<file path="config.mk">
export PLATFORM = sky130hd
export DESIGN_NAME = ultrasonic_multi_ranger
export DESIGN_NICKNAME = d
export VERILOG_FILES = /design/src/rtl/ultrasonic_multi_ranger.sv
export SDC_FILE = /design/constraint.sdc
export NUM_CORES = 1
export LEC_CHECK = 0
export CELL_PAD_IN_SITES_DETAIL_PLACEMENT = 1
export CELL_PAD_IN_SITES_GLOBAL_PLACEMENT = 1
export CORE_MARGIN = 10
export CORE_UTILIZATION = 25
export CTS_BUF_LIST = sky130_fd_sc_hd__clkbuf_8
export CTS_CLUSTER_SIZE = 30
export DETAILED_ROUTE_END_ITERATION = 7
export GPL_TIMING_DRIVEN = 1
export PLACE_DENSITY_LB_ADDON = 0.1
export REMOVE_ABC_BUFFERS = 1
export SETUP_SLACK_MARGIN = 0.4
export SLEW_MARGIN = 20
export SYNTH_ARGS = -nofsm -noshare
export SYNTH_HDL_FRONTEND = slang
export SYNTH_SLANG_ARGS = --single-unit
</file>
<file path="constraint.sdc">
create_clock -name CLK_50M -period 7 [get_ports CLK_50M]
set_input_delay 0.7 -clock CLK_50M [delete_from_list [all_inputs] [get_ports CLK_50M]]
set_output_delay 0.7 -clock CLK_50M [all_outputs]
set_load 0.02 [all_outputs]
</file>
<file path="src/rtl/ultrasonic_multi_ranger.sv">
// ultrasonic_multi_ranger
//   Round-robin controller for CH_NUM ultrasonic sensors. For each channel in
//   turn it pulses Trig, waits for the echo, times the echo width in
//   microseconds, converts it to millimetres and hands the result to a
//   valid/ready stream. A missing or over-long echo produces a timeout result.
//
// Ports
//   CLK_50M    in   system clock
//   RST        in   asynchronous active-low reset
//   en         in   1 = keep ranging; 0 = finish current channel, then idle
//   Echo       in   [CH_NUM]  asynchronous echo inputs, bit i = channel i
//   Trig       out  [CH_NUM]  trigger outputs, at most one bit high
//   dist_data  out  [DATA_W]  distance in mm, all-ones on timeout/saturation
//   dist_ch    out  [CH_W]    channel the result belongs to
//   dist_tout  out  1 = result is a timeout
//   dist_valid out  result valid
//   dist_ready in   consumer accepts when valid & ready at posedge
module ultrasonic_multi_ranger #(
  parameter int CH_NUM     = 4,
  parameter int CLK_HZ     = 50_000_000,
  parameter int TRIG_US    = 10,
  parameter int TIMEOUT_US = 30000,
  parameter int GUARD_US   = 60000,
  parameter int DATA_W     = 16,
  localparam int CH_W      = (CH_NUM > 1) ? $clog2(CH_NUM) : 1
) (
  input  logic              CLK_50M,
  input  logic              RST,
  input  logic              en,
  input  logic [CH_NUM-1:0] Echo,
  output logic [CH_NUM-1:0] Trig,
  output logic [DATA_W-1:0] dist_data,
  output logic [CH_W-1:0]   dist_ch,
  output logic              dist_tout,
  output logic              dist_valid,
  input  logic              dist_ready
);

  localparam int CYC_US  = CLK_HZ / 1_000_000;
  localparam int T_MAX0  = (TIMEOUT_US > GUARD_US) ? TIMEOUT_US : GUARD_US;
  localparam int T_MAX   = (T_MAX0 > TRIG_US) ? T_MAX0 : TRIG_US;
  localparam int TIMER_W = $clog2(T_MAX + 1);
  localparam int PRESC_W = $clog2(CYC_US);

  localparam logic [PRESC_W-1:0] PRESC_LAST = PRESC_W'(CYC_US - 1);
  localparam logic [TIMER_W-1:0] TRIG_LAST  = TIMER_W'(TRIG_US - 1);
  localparam logic [TIMER_W-1:0] TOUT_LAST  = TIMER_W'(TIMEOUT_US - 1);
  localparam logic [TIMER_W-1:0] GUARD_LAST = TIMER_W'(GUARD_US - 1);
  localparam logic [CH_W-1:0]    CH_LAST    = CH_W'(CH_NUM - 1);
  // 0.1715 mm/us in Q16 (sound round trip at ~343 m/s)
  localparam logic [31:0]        MM_PER_US_Q16 = 32'd11239;

  typedef enum logic [2:0] {
    S_IDLE, S_TRIG, S_WAIT_RISE, S_MEASURE, S_CALC, S_TOUT, S_OUT, S_GUARD
  } state_t;

  state_t              state_reg, state_next;
  logic [CH_W-1:0]     ch_reg, ch_next;
  logic [PRESC_W-1:0]  presc_reg, presc_next;
  logic [TIMER_W-1:0]  timer_reg, timer_next;
  logic [TIMER_W-1:0]  echo_us_reg, echo_us_next;
  logic [DATA_W-1:0]   dist_data_reg, dist_data_next;
  logic [CH_W-1:0]     dist_ch_reg, dist_ch_next;
  logic                dist_tout_reg, dist_tout_next;
  logic                dist_valid_reg, dist_valid_next;
  logic [CH_NUM-1:0]   trig_reg, trig_next;
  logic [CH_NUM-1:0]   sync1_reg, echo_s_reg;
  logic [CH_NUM-1:0]   ch_onehot;
  logic                echo_cur, us_tick, counting;
  logic [31:0]         prod, dist_full;
  logic                dist_sat;

  // Two-flop synchronisers on every echo input
  always_ff @(posedge CLK_50M or negedge RST) begin
    if (!RST) begin
      sync1_reg  <= '0;
      echo_s_reg <= '0;
    end else begin
      sync1_reg  <= Echo;
      echo_s_reg <= sync1_reg;
    end
  end

  // One-hot decode of the channel about to be triggered
  generate
    for (genvar gi = 0; gi < CH_NUM; gi++) begin : g_onehot
      assign ch_onehot[gi] = (ch_next == CH_W'(gi));
    end
  endgenerate

  assign echo_cur = echo_s_reg[ch_reg];
  assign us_tick  = (presc_reg == PRESC_LAST);
  assign counting = (state_reg == S_TRIG) || (state_reg == S_WAIT_RISE) ||
                    (state_reg == S_MEASURE) || (state_reg == S_GUARD);

  assign prod      = 32'(echo_us_reg) * MM_PER_US_Q16;
  assign dist_full = prod >> 16;
  assign dist_sat  = |(dist_full >> DATA_W);

  always_comb begin
    state_next     = state_reg;
    ch_next        = ch_reg;
    presc_next     = presc_reg;
    timer_next     = timer_reg;
    echo_us_next   = echo_us_reg;
    dist_data_next = dist_data_reg;
    dist_ch_next   = dist_ch_reg;
    dist_tout_next = dist_tout_reg;

    case (state_reg)
      S_IDLE:      if (en) state_next = S_TRIG;
      S_TRIG:      if (us_tick && timer_reg == TRIG_LAST) state_next = S_WAIT_RISE;
      S_WAIT_RISE: begin
        if (echo_cur)                                 state_next = S_MEASURE;
        else if (us_tick && timer_reg == TOUT_LAST)   state_next = S_TOUT;
      end
      S_MEASURE: begin
        // The timer is cleared on leaving, so keep a copy for CALC
        echo_us_next = timer_reg;
        if (!echo_cur)                                state_next = S_CALC;
        else if (us_tick && timer_reg == TOUT_LAST)   state_next = S_TOUT;
      end
      S_CALC: begin
        dist_data_next = dist_sat ? '1 : dist_full[DATA_W-1:0];
        dist_ch_next   = ch_reg;
        dist_tout_next = 1'b0;
        state_next     = S_OUT;
      end
      S_TOUT: begin
        dist_data_next = '1;
        dist_ch_next   = ch_reg;
        dist_tout_next = 1'b1;
        state_next     = S_OUT;
      end
      S_OUT: begin
        if (dist_valid_reg && dist_ready) begin
          state_next = S_GUARD;
          ch_next    = (ch_reg == CH_LAST) ? '0 : ch_reg + 1'b1;
        end
      end
      S_GUARD: begin
        if (us_tick && timer_reg == GUARD_LAST)
          state_next = en ? S_TRIG : S_IDLE;
      end
      default:     state_next = S_IDLE;
    endcase

    // Timebase restarts on every state change. MEASURE is entered on the
    // cycle the rise is seen, which already belongs to the pulse, so the
    // prescaler starts at 1 there to make echo_us = floor(high cycles/CYC_US).
    if (state_next != state_reg) begin
      presc_next = (state_next == S_MEASURE) ? PRESC_W'(1) : '0;
      timer_next = '0;
    end else if (counting) begin
      presc_next = us_tick ? '0 : presc_reg + 1'b1;
      if (us_tick) timer_next = timer_reg + 1'b1;
    end

    // Valid follows OUT by one cycle and drops the cycle after acceptance
    dist_valid_next = (state_reg == S_OUT) && !(dist_valid_reg && dist_ready);
    trig_next       = (state_next == S_TRIG) ? ch_onehot : '0;
  end

  always_ff @(posedge CLK_50M or negedge RST) begin
    if (!RST) begin
      state_reg      <= S_IDLE;
      ch_reg         <= '0;
      presc_reg      <= '0;
      timer_reg      <= '0;
      echo_us_reg    <= '0;
      dist_data_reg  <= '0;
      dist_ch_reg    <= '0;
      dist_tout_reg  <= 1'b0;
      dist_valid_reg <= 1'b0;
      trig_reg       <= '0;
    end else begin
      state_reg      <= state_next;
      ch_reg         <= ch_next;
      presc_reg      <= presc_next;
      timer_reg      <= timer_next;
      echo_us_reg    <= echo_us_next;
      dist_data_reg  <= dist_data_next;
      dist_ch_reg    <= dist_ch_next;
      dist_tout_reg  <= dist_tout_next;
      dist_valid_reg <= dist_valid_next;
      trig_reg       <= trig_next;
    end
  end

  assign Trig       = trig_reg;
  assign dist_data  = dist_data_reg;
  assign dist_ch    = dist_ch_reg;
  assign dist_tout  = dist_tout_reg;
  assign dist_valid = dist_valid_reg;

endmodule
</file>
==> out/results.ini, run 1 <==
[drt]
firstDrtPassIters = 4
drt_iter0_drc = 184
ant_nets = 0
viasPerCell = 4.39
wl_per_cell_um = 16.7
drt-total-wl_um = 20900
drc = 0
num_vias = 5497

[power]
clkPwrFrac_pct = 35.7
ir_worst_vdd_mv = 0.0625
combPwrFrac_pct = 9.1
p_sw_share_pct = 29.2
power_leakage_nw = 4.91
p_per_area_nw_per_um2 = 95.5
seqPwrFrac_pct = 55.2
power.switching_w = 0.000250
p_int_w = 0.000605

[timing]
slew_violations = 0
holdWs_ns = 0.184
fin_ws_ns = 0.855
finalCritPeriodShare_pct = 87.8
finalSetupViolations = 0
hold_viol = 0
max_freq_mhz = 163
worst_pin_slew_ns = 0.881
final.setup.tns_ns = 0
relSlewSlack_pct = 40.8
finalCriticalPeriod_ns = 6.14
rsz0062_at_grt = false
finClkSkew_ns = 0.0150

[worst_hold_path]
hold_class = input port to asynchronous set/reset pin

[floorplanning]
start_util_pct = 25.4
rows = 65
core-area_um2 = 31600
die_area_um2 = 39600
die_w_um = 199
dieHeight_um = 199
ios = 32

[finish]
diodes = 0
mostFrequentLayoutCell = inv_1
seqCellArea_um2 = 1830
layout_common_cells = 201 x inv_1, 117 x ha_1, 101 x fa_1, 73 x dfrtp_1, 49 x nor2_1
multi_input_area_um2 = 5380
fin_cells = 1251
synthToLayoutAreaGrowth_pct = 11.9
nets = 1070
fillCellCount = 3641
drive_gt1_share_pct = 5.54
finalCoreUtilization_pct = 28.4

[synthesis]
synth_area_leaders = fa_1 25%, dfrtp_1 23%, ha_1 18%
netlist_area_um2 = 8010
avgSynthCellArea_um2 = 9.90
syn_inst = 809
synth_seq_cells = 73
synth.yosys.warnings = 0
synth-main-ff-cell = dfrtp_1
synth_edf_count = 0
synth-seq-area-share_pct = 22.8
async_reset_ff_share_pct = 100
ys_types = 57
yosys.area.top_type = fa_1
yosysTopAreaCellShare_pct = 25.3

[critical_path]
crit_path_start_kind = flip-flop
path_cells = fa_1 > fa_1 > inv_1 > fa_1 > inv_1 > fa_1 > fa_1 > inv_1 > fa_1 > inv_1 > ha_1 > and3_1 > nand4_1 > o2111ai_1 > o2111ai_1 > a31oi_1 > a2111oi_0 > nor3_1
cp-end-kind = flip-flop
ff2ff_path_depth = 18
rrSetupSlack_ns = 0.86
critPathBufInv = 4
critical-path-slowest-cell = dfrtp_1
critPathTopFamily = adder cells
max_stage_delay_ns = 0.63
crit_top_cell = fa_1
arrival_ns = 6.38
r2r-end = dist_data[7]
worstPathRequired_ns = 7.24
crit_type = flip-flop to flip-flop
timing.rr.start = echo_us_reg[6]
path_max_fanout = 9

[cts]
clkTransAtPathRegs_ns = 0.09
clock-sinks = 73
cts_root_buf = clkbuf_8
cts_buffers = 9
cts_tree = done
htree_num_levels = 3
post_cts_buffers = 0
post_cts_resize_count = 0
clk-insertion-delay-late_ns = 0.36
clockBufferDepth = 2
ctsHoldBuffers = 0

[outcome]
status = finished clean

[global_routing]
antenna_found_initial = 0
grt_usage_pct = 11.3
overflow = 0
grt_pass1_wl_um = 34700
grt_pass1_vias = 6141
grt_max_degree = 61

[placed_design]
gp_congestion = 0.783
dp_slack_ns = 0.864
port_buffers = 31
dp_hpwl_um = 17600
place_inst = 1235

[run]
maxCapViolations = 0

-- cells in the mapped netlist (all sizes together) (3+ instances only) --
library cell  instances
xor2                 11
and4                  4
o211ai                3
a21oi                28
nand4                 5
o21ai                19
o2111ai               3
nand2b                3
a211oi                7
nor4                  4
xnor2                14
nor3                 20
a31oi                 3
and3                  8
nor3b                 3
clkbuf                5
o22ai                 4
nand3                24
o21a                  6
a21o                  8
nor2b                 3
mux2                 15
ha                  117
nor2                 50
fa                  101
buf                   6
dfrtp                73
nand2                38
inv                 199
-- how the worst max path moves through the flow --
stage          cells after the start           start             to  slack (ns)
2_1_floorplan                     18  echo_us_reg[7]  dist_data[12]        1.51
3_5_place_dp                      18  echo_us_reg[7]  dist_data[12]        0.86
4_1_cts                           18  echo_us_reg[7]  dist_data[12]        0.86
3_3_place_gp                      18  echo_us_reg[6]   dist_data[7]        0.91
6_report                          18  echo_us_reg[6]   dist_data[7]        0.86
5_1_grt                           18  echo_us_reg[7]   dist_data[7]        0.49
-- power groups by stage --
stage / sequential, W / combinational (W) / clock, W
6_report: 0.000472 / 0.0000775 / 0.000305
5_1_grt: 0.000477 / 0.0000929 / 0.000346
4_1_cts: 0.000474 / 0.0000808 / 0.000330
3_5_place_dp: 0.000482 / 0.0000805 / 0
3_3_place_gp: 0.000482 / 0.0000802 / 0
2_1_floorplan: 0.000474 / 0.0000550 / 0
-- kinds of logic after synthesis --
logic type               share of synthesized area [%]
AO/OA/AOI/OAI                                     7.34
XOR/XNOR                                          2.73
adder cells (fa/ha/maj)                           43.5
buffers and inverters                             10.0
flip-flops                                        22.8
multiplexers                                      2.64
AND/OR/NAND/NOR                                   10.9
-- per-stage QoR --
| stage | total power [W] | instance area (µm²) |
|---|---|---|
| global route | 0.000916 | 8960 |
| finish | 0.000855 | 8960 |
| CTS | 0.000885 | 8960 |
| floorplan | 0.000529 | 7950 |
| global placement | 0.000562 | 8790 |
| detailed placement | 0.000563 | 8790 |
-- metal layers --
layer,routed length (µm),vias to the layer above,GRT usage (%)
li1,-,2673,-
met1,10700,2787,15.7
met2,9690,30,18.2
met3,347,7,1.69
met4,133,0,2.03
met5,0,-,0
-- layout make-up --
type	instances	share of cell area, %
Clock buffer	9	1.38
Clock inverter	7	0.433
Inverter	199	8.34
Multi-Input combinational cell	526	60.1
Sequential cell	73	20.4
Tap cell	402	5.62
Timing Repair Buffer	35	3.77
(Power assumes the default switching activity.)
==> run 2, diff against run 1 <==
CELL_PAD_IN_SITES_DETAIL_PLACEMENT = 0   (was 1)
CELL_PAD_IN_SITES_GLOBAL_PLACEMENT = 2   (was 1)
==> out/results.ini, run 2 (synthesized netlist as in run 1, its figures left out) <==
[outcome]
status = finished clean  ; unchanged

[floorplanning]
die_area_um2 = 39600  ; unchanged
dieHeight_um = 199  ; unchanged
die_w_um = 199  ; unchanged
start_util_pct = 25.4  ; unchanged
rows = 65  ; unchanged
ios = 32  ; unchanged
core-area_um2 = 31600  ; unchanged

[critical_path]
crit_type = flip-flop to flip-flop  ; unchanged
crit_path_start_kind = flip-flop  ; unchanged
critical-path-slowest-cell = fa_1  ; was dfrtp_1
critPathBufInv = 4  ; unchanged
crit_top_cell = fa_1  ; unchanged
cp-end-kind = flip-flop  ; unchanged
path_max_fanout = 9  ; unchanged
arrival_ns = 6.31  ; was 6.38 ns
path_cells = fa_1 > inv_1 > fa_1 > inv_1 > fa_1 > fa_1 > fa_1 > inv_1 > fa_1 > inv_1 > ha_1 > and3_1 > nand3_1 > nor3_1 > o2111ai_2 > and4b_1 > or3_1 > a31oi_1  ; was fa_1 > fa_1 > inv_1 > fa_1 > inv_1 > fa_1 > fa_1 > inv_1 > fa_1 > inv_1 > ha_1 > and3_1 > nand4_1 > o2111ai_1 > o2111ai_1 > a31oi_1 > a2111oi_0 > nor3_1
timing.rr.start = echo_us_reg[7]  ; was echo_us_reg[6]
max_stage_delay_ns = 0.60  ; was 0.63 ns
worstPathRequired_ns = 7.30  ; was 7.24 ns
cp-startpoint = echo_us_reg[7]  ; was echo_us_reg[6]
critPathTopFamily = adder cells  ; unchanged

[worst_hold_path]
hold_class = input port to asynchronous set/reset pin  ; unchanged

[power]
combPwrFrac_pct = 8.3  ; was 9.1%
ir_worst_vdd_mv = 0.136  ; was 0.0625 mV
p_per_area_nw_per_um2 = 104  ; was 95.5 nW/µm²
p_total_w = 0.000938  ; was 0.000855 W
clkPwrFrac_pct = 41.3  ; was 35.7%
p_int_w = 0.000688  ; was 0.000605 W
p_sw_share_pct = 26.7  ; was 29.2%
seqPwrFrac_pct = 50.4  ; was 55.2%
power.switching_w = 0.000250  ; about the same
power_leakage_nw = 4.93  ; was 4.91 nW

[timing]
finClkSkew_ns = 0.0202  ; was 0.0150 ns
hold_viol = 0  ; unchanged
final.setup.tns_ns = 0  ; unchanged
finalCriticalPeriod_ns = 6.01  ; was 6.14 ns
rsz0062_at_grt = false  ; unchanged
relSlewSlack_pct = 29.5  ; was 40.8%
holdWs_ns = 0.146  ; was 0.184 ns
fin_ws_ns = 0.993  ; was 0.855 ns
worst_pin_slew_ns = 1.05  ; was 0.881 ns
finalSetupViolations = 0  ; unchanged
max_freq_mhz = 166  ; was 163 MHz
slew_violations = 0  ; unchanged
finalCritPeriodShare_pct = 85.8  ; was 87.8%

[finish]
drive_gt1_share_pct = 5.90  ; was 5.54%
fillCellCount = 3366  ; was 3641
mostFrequentLayoutCell = inv_1  ; unchanged
layout_common_cells = 199 x inv_1, 117 x ha_1, 101 x fa_1, 73 x dfrtp_1, 49 x nor2_1  ; was 201 x inv_1, 117 x ha_1, 101 x fa_1, 73 x dfrtp_1, 49 x nor2_1
finalCoreUtilization_pct = 28.6  ; was 28.4%
nets = 1070  ; unchanged
synthToLayoutAreaGrowth_pct = 12.7  ; was 11.9%
diodes = 0  ; unchanged

[cts]
post_cts_buffers = 0  ; unchanged
cts_root_buf = clkbuf_8  ; unchanged
clk-insertion-delay-late_ns = 0.39  ; was 0.36 ns
post_cts_resize_count = 0  ; unchanged
cts_tree = done  ; unchanged
clockBufferDepth = 2  ; unchanged
cts_buffers = 9  ; unchanged
clkTransAtPathRegs_ns = 0.10  ; was 0.09 ns
htree_num_levels = 3  ; unchanged
clock-sinks = 73  ; unchanged
ctsHoldBuffers = 0  ; unchanged

[global_routing]
grt_usage_pct = 11.0  ; was 11.3%
grt_pass1_vias = 6055  ; was 6141
antenna_found_initial = 0  ; unchanged
grt_pass1_wl_um = 33700  ; was 34700 µm
grt_max_degree = 62  ; was 61
overflow = 0  ; unchanged

[drt]
ant_nets = 0  ; unchanged
wl_per_cell_um = 16.1  ; was 16.7 µm
drt-total-wl_um = 20200  ; was 20900 µm
viasPerCell = 4.34  ; was 4.39
firstDrtPassIters = 4  ; unchanged
num_vias = 5419  ; was 5497
drc = 0  ; unchanged
drt_iter0_drc = 229  ; was 184

[placed_design]
dp_slack_ns = 0.777  ; was 0.864 ns
dp_hpwl_um = 17000  ; was 17600 µm
port_buffers = 31  ; unchanged
gp_congestion = 0.765  ; was 0.783

[run]
maxCapViolations = 0  ; unchanged

## run 2: changes by cell type in the layout (fill, tap and decap cells not counted)
cell / before / now
o2111ai_2: 0 / 1
bufinv_16: 0 / 2
clkinv_2: 3 / 1
clkbuf_8: 9 / 10
clkinvlp_4: 1 / 2
o21ai_1: 1 / 0
o21ai_2: 0 / 1
o2111ai_1: 3 / 2
inv_6: 1 / 0
inv_1: 201 / 199
## run 2: final cells by class
cell class,instances,area (µm²),area share [%]
Clock buffer,10,138,1.53
Clock inverter,5,80.1,0.888
Inverter,199,747,8.28
Multi-Input combinational cell,526,5390,59.7
Sequential cell,73,1830,20.2
Tap cell,402,503,5.57
Timing Repair Buffer,35,338,3.74
## run 2: through the flow
step | instances | instance area, µm²
after global routing | 1250 | 9020
final | 1250 | 9020
after detailed placement | 1235 | 8800
after floorplan | 798 | 7950
after CTS | 1250 | 9020
after global placement | 1235 | 8800
## run 2: power groups by stage
stage	registers (W)	logic, W	clock network [W]
2_1_floorplan	0.000474	0.0000550	0
3_3_place_gp	0.000481	0.0000789	0
3_5_place_dp	0.000482	0.0000796	0
4_1_cts	0.000473	0.0000803	0.000415
5_1_grt	0.000477	0.0000932	0.000431
6_report	0.000473	0.0000778	0.000388
## run 2: path summary, 6_finish.rpt
path | endpoint | slack, ns | cells after the start
setup / recovery | dist_data[12] | 0.99 | 18
hold / removal | dist_data[11] | 0.15 | 1
min in group CLK_50M | echo_s_reg[1] | 0.35 | 0
setup reg to reg | dist_data[12] | 0.99 | 18
hold reg to reg | echo_s_reg[1] | 0.35 | 0
max in group asynchronous | presc_reg[2] | 5.75 | 2
## run 2: worst reg2reg max path: cells and delay by family, from the launching register on
family	cells	cell delay, ns
DFF	1	0.55
buffers and inverters	4	0.19
AOI/OAI and AO/OA	2	0.46
and+or+nand+nor	5	1.32
adders and majority gates	7	3.42
## run 2: per-layer routing
| layer | GRT usage, % | vias up | routed length [µm] |
|---|---|---|---|
| li1 | - | 2674 | - |
| met1 | 15.4 | 2689 | 10300 |
| met2 | 17.3 | 45 | 9280 |
| met3 | 2.03 | 11 | 468 |
| met4 | 2.20 | 0 | 162 |
| met5 | 0 | - | 0 |
